[src/rtl/bs_arbiter_pkg.sv]
// Shared definitions for the bs_arbiter slice: FSM state encodings and
// the width of the optional grant statistics counters.
package bs_arbiter_pkg;

  typedef enum logic [1:0] {
    IDLE  = 2'd0,
    SHIFT = 2'd1,
    HOLD  = 2'd2
  } state_t;

  localparam int CNT_W = 8;

endpackage

[src/rtl/bs_rot_core.sv]
// Combinational rotate-right of a DW-bit word by an SW-bit amount.
module bs_rot_core #(
  parameter int DW = 4,
  parameter int SW = 2
) (
  input  logic [DW-1:0] din,
  input  logic [SW-1:0] amt,
  output logic [DW-1:0] dout
);

  logic [2*DW-1:0] doubled;

  // Shifting two copies of the word right leaves the rotation in the low half.
  assign doubled = {din, din} >> amt;
  assign dout    = doubled[DW-1:0];

endmodule

[src/rtl/bs_arbiter.sv]
// Two-requester round-robin arbiter in front of a rotate-right unit.
// Optional macro BS_ARB_STATS_EN adds saturating per-requester grant counters.
module bs_arbiter
  import bs_arbiter_pkg::*;
#(
  parameter int DW = 4,
  parameter int SW = 2
) (
  input  logic          clk,
  input  logic          rst_n,
  input  logic          req0_valid,
  input  logic [DW-1:0] req0_data,
  input  logic [SW-1:0] req0_amt,
  output logic          req0_ready,
  input  logic          req1_valid,
  input  logic [DW-1:0] req1_data,
  input  logic [SW-1:0] req1_amt,
  output logic          req1_ready,
  output logic          res_valid,
  input  logic          res_ready,
  output logic [DW-1:0] res_data,
  output logic          res_id,
  output logic          busy
`ifdef BS_ARB_STATS_EN
  ,
  output logic [CNT_W-1:0] gnt_cnt0,
  output logic [CNT_W-1:0] gnt_cnt1
`endif
);

  state_t        state, next_state;
  logic          prio;
  logic          grant_any;
  logic          grant_id;
  logic [DW-1:0] cap_data;
  logic [SW-1:0] cap_amt;
  logic          cap_id;
  logic [DW-1:0] rot_out;

  bs_rot_core #(.DW(DW), .SW(SW)) u_rot (
    .din  (cap_data),
    .amt  (cap_amt),
    .dout (rot_out)
  );

  // Ready is gated by rst_n so nothing is accepted while reset is held.
  always_comb begin
    next_state = state;
    grant_any  = 1'b0;
    grant_id   = 1'b0;
    req0_ready = 1'b0;
    req1_ready = 1'b0;
    unique case (state)
      IDLE: begin
        if (req0_valid || req1_valid) begin
          grant_any  = 1'b1;
          grant_id   = (req0_valid && req1_valid) ? prio : req1_valid;
          next_state = SHIFT;
          req0_ready = rst_n & ~grant_id;
          req1_ready = rst_n & grant_id;
        end
      end
      SHIFT:   next_state = HOLD;
      HOLD:    if (res_ready) next_state = IDLE;
      default: next_state = IDLE;
    endcase
  end

  assign busy = (state != IDLE);

  always_ff @(posedge clk or negedge rst_n) begin
    if (!rst_n) begin
      state     <= IDLE;
      prio      <= 1'b0;
      cap_data  <= '0;
      cap_amt   <= '0;
      cap_id    <= 1'b0;
      res_valid <= 1'b0;
      res_data  <= '0;
      res_id    <= 1'b0;
    end else begin
      state <= next_state;
      if (grant_any) begin
        cap_data <= grant_id ? req1_data : req0_data;
        cap_amt  <= grant_id ? req1_amt : req0_amt;
        cap_id   <= grant_id;
        prio     <= ~grant_id;
      end
      if (state == SHIFT) begin
        res_data  <= rot_out;
        res_id    <= cap_id;
        res_valid <= 1'b1;
      end else if (state == HOLD && res_ready) begin
        res_valid <= 1'b0;
      end
    end
  end

`ifdef BS_ARB_STATS_EN
  always_ff @(posedge clk or negedge rst_n) begin
    if (!rst_n) begin
      gnt_cnt0 <= '0;
      gnt_cnt1 <= '0;
    end else if (grant_any) begin
      if (!grant_id && gnt_cnt0 != '1) gnt_cnt0 <= gnt_cnt0 + 1'b1;
      if (grant_id && gnt_cnt1 != '1)  gnt_cnt1 <= gnt_cnt1 + 1'b1;
    end
  end
`endif

endmodule

[config.mk]
export PLATFORM = sky130hd
export DESIGN_NAME = bs_arbiter
export DESIGN_NICKNAME = d
export VERILOG_FILES = /design/src/rtl/bs_arbiter_pkg.sv /design/src/rtl/bs_rot_core.sv /design/src/rtl/bs_arbiter.sv
export SDC_FILE = /design/constraint.sdc
export NUM_CORES = 1
export LEC_CHECK = 0
export CORE_AREA = 2 2 45 47
export DETAILED_ROUTE_END_ITERATION = 8
export DIE_AREA = 0 0 47 49
export PLACE_DENSITY = 0.82
export SYNTH_ARGS = -nofsm -noshare
export SYNTH_HDL_FRONTEND = slang
export SYNTH_SLANG_ARGS = --single-unit
[constraint.sdc]
create_clock -name clk -period 2.85 [get_ports clk]
set_input_delay 0.57 -clock clk [delete_from_list [all_inputs] [get_ports clk]]
set_output_delay 0.57 -clock clk [all_outputs]
set_load 0.005 [all_outputs]
==> summary.log <==
[cts] CTS clock-pin slew for the worst setup and hold paths 0.10 ns
[layout] P&R area growth vs syn 41.46%
[global_route] wire length of the first global-routing pass 3160 um
[floorplan] I/O pin cnt 26
[cts] Max clock buf depth 2
[global_route] number of antenna violations at the first check in global routing 0
[timing] Fmax achieved 0.3784 GHz
[setup_path] kind of end point of the critical path output pin
[timing] final-report hold violation count 0
[timing] final critical path time including I/O delays and setup 2.643 ns
[route] routed len/inst 14.63 um
[layout] area taken by flip-flops and latches 400.4 um^2
[layout] leading cell type in the layout, fill and taps excluded sky130_fd_sc_hd__clkdlybuf4s50_1
[route] count of TritonRoute iterations in the first routing pass 4
[route] drt total wl 1800 um
[cts] count of buffers added by post-CTS timing repair for setup 0
[hold_path] Hold WC Path Type in -> async
[layout] multi-input gate area in the final layout 352.8 um^2
[place] detailed placement HPWL 1375 um
[global_route] maximum number of pins on one net before global-route repair 16
[floorplan] Die Width 47 um
[place] placer's final routability congestion estimate 0.8270
[synthesis] Seq/Total Area, Yosys 50.63%
[global_route] global route total overflow 0
[setup_path] capturing instance or port of the critical path req1_ready
[synthesis] number of nets produced by synthesis 83
[synthesis] number of flip-flops and latches in the synthesized netlist 16
[timing] unrepaired setup endpoints after global routing no
[timing] part of the cycle the worst path needs 92.74%
[timing] worst hold slack after final layout 0.4737 ns
[place] # port buffers 25
[global_route] Overall Global Routing Usage 18.89%
[setup_path] endpoint required time on the critical path 2.28 ns
[synthesis] synthesized-area fraction occupied by xor and xnor cells 0%
[setup_path] critical register-to-register path startpoint state[0]
[global_route] via count of the first global-routing pass 715
[cts] number of buffers created by CTS 3
[floorplan] die area 2303 um^2
[floorplan] Starting Density 42.93%
[synthesis] post-synthesis compound-gate area fraction 21.68%
[layout] count of fill cells added during filler insertion 162
[setup_path] endpoint of the worst-slack reg-to-reg timing path cap_data[3]
[synthesis] simple-gate share of the synthesized area 17.88%
[status] status finished, final reports clean
[setup_path] worst endpoint data arrival time 2.07 ns
[setup_path] worst-path maximum fanout 2
[pwr] maximum VDD drop 0.5026 mV
[route] First DRT Iteration DRCs 4
[synthesis] combinational family with the most area after synthesis compound AO/OA/AOI/OAI gates
[synthesis] post-synthesis mux area share 5.063%
[timing] Slew Limit Fails 0
[route] count of nets left with antenna violations after detail routing 0
[layout] # nets final 114
[cts] root buffer cell sky130_fd_sc_hd__clkbuf_4
[synthesis] synthesized area per cell 11.98 um^2
[place] Post-Place Cells 119
[pwr] leakage power 0.4802 nW
[setup_path] worst setup slack for register-to-register paths 1.47 ns
[layout] Ant. Diodes 0
[synthesis] Yosys Warn Count 0
[pwr] Power Dens Cells 974.1 nW/um^2
[pwr] post-layout total power 1.090 mW
[setup_path] worst setup path startpoint req0_valid
[place] placed instance area 1082 um^2
[route] remaining design rule violation count 0
[setup_path] crit start category input port
[timing] total negative slack 0 ns
[timing] final count of negative-setup-slack endpoints 0
[synthesis] adder-cell area share of the yosys netlist 0%
[job] reported max-cap violation count 0
[cts] clock latency on the worst-skew pair 0.28 ns
[setup_path] Worst Reg2Reg Path Length in Cells 3
[layout] proportion of layout cells with a drive suffix above 1 13.54%
[route] number of vias per cell 5.333
[cts] number of clock sinks seen by CTS 16
[layout] count of non-filler cells in the finished layout 123
[setup_path] classification of the worst setup path in -> out
[cts] number of gates resized after CTS 0
[synthesis] cell area after synthesis 790.8 um^2
[synthesis] Cells after Synth 66
[cts] number of hold buffers added after CTS 0
[timing] slew margin rel. 73.04%
[floorplan] vertical extent of the die 49 um
[route] vias after detailed routing 656
[floorplan] Site Rows 16
[synthesis] Synth cell types 22
[layout] highest-count cells in the layout ignoring fill and taps sky130_fd_sc_hd__clkdlybuf4s50_1, sky130_fd_sc_hd__dfrtp_1, sky130_fd_sc_hd__and4_1
[cts] TritonCTS clock tree done
[timing] Post-Route Skew 0.004131 ns
[cts] Clock H-tree levels 1
[timing] actual slew at the worst max-slew pin 0.4044 ns
[layout] Finished Cell Area 1119 um^2
[floorplan] Core Region 1842 um^2
## power by group
part	internal (mW)	switching (mW)	total [mW]
sequential	0.336	0.114	0.449
combinational	0.279	0.212	0.490
clock	0.0777	0.0721	0.150
## kinds of logic after synthesis
| family | after synthesis |
|---|---|
| DFF | 16 |
| AOI/OAI and AO/OA | 18 |
| muxes | 4 |
| and+or+nand+nor | 20 |
| buffers and inverters | 8 |
## worst min-delay path by stage
stage                     slack (ns)   startpoint     endpoint  cells after the start
after floorplan                 0.27        rst_n   cap_amt[0]                      0
after global placement          0.47  res_data[2]  res_data[2]                      2
after detailed placement        0.48  res_data[1]  res_data[1]                      2
after CTS                       0.47        rst_n         prio                      1
after global routing            0.45        rst_n         prio                      1
final                           0.47        rst_n         prio                      1
## cells in the mapped netlist (all sizes together)
library cell,instances,area (um^2)
nand3b,1,7.510
or2,1,8.760
a32oi,1,8.760
and4,7,61.31
a21oi,2,10.01
mux2i,4,40.04
and2,1,6.260
nand2,6,22.52
inv,6,22.52
o21ai,4,23.77
buf,2,15.01
dfrtp,16,400.4
a221o,6,60.06
o221ai,4,41.29
nor2,2,15.01
nand2b,2,20.02
a2111oi,1,27.53
## critical path, cell delays in order
cell and delay, ns:
sky130_fd_sc_hd__clkdlybuf4s50_1 0.47, sky130_fd_sc_hd__a2111oi_4 0.37, sky130_fd_sc_hd__and2_1 0.17, sky130_fd_sc_hd__clkdlybuf4s50_1 0.50
## metal layers
metal	vias up	GRT usage, %	part of all wire [%]
met1	324	23.88	46
li1	316	-	-
met5	-	0	0
met2	14	31.74	51
met3	2	2.222	2.6
met4	0	6.944	0.67
## state kept, by name, summed over array words and instances (netlist names)
signal	cells
cap_data	4
cap_amt	2
res_data	4
cap_id	1
res_valid	1
res_id	1
state	2
prio	1
## cell type report
class | instances | share of cell area [%]
Clock buffer | 4 | 3.244
Multi-Input combinational cell | 42 | 31.54
Sequential cell | 16 | 35.79
Inverter | 6 | 2.013
Timing Repair Buffer | 28 | 24.38
Tap cell | 27 | 3.020
## metrics by stage
stage               util (%)  setup slack, ns
floorplan                  -           0.9254
global placement       58.76           0.2133
detailed placement     58.76           0.2175
CTS                    60.73           0.2046
global route           60.73           0.1234
finish                 60.73           0.2070
Note: power is estimated with default switching activity, not from simulation.
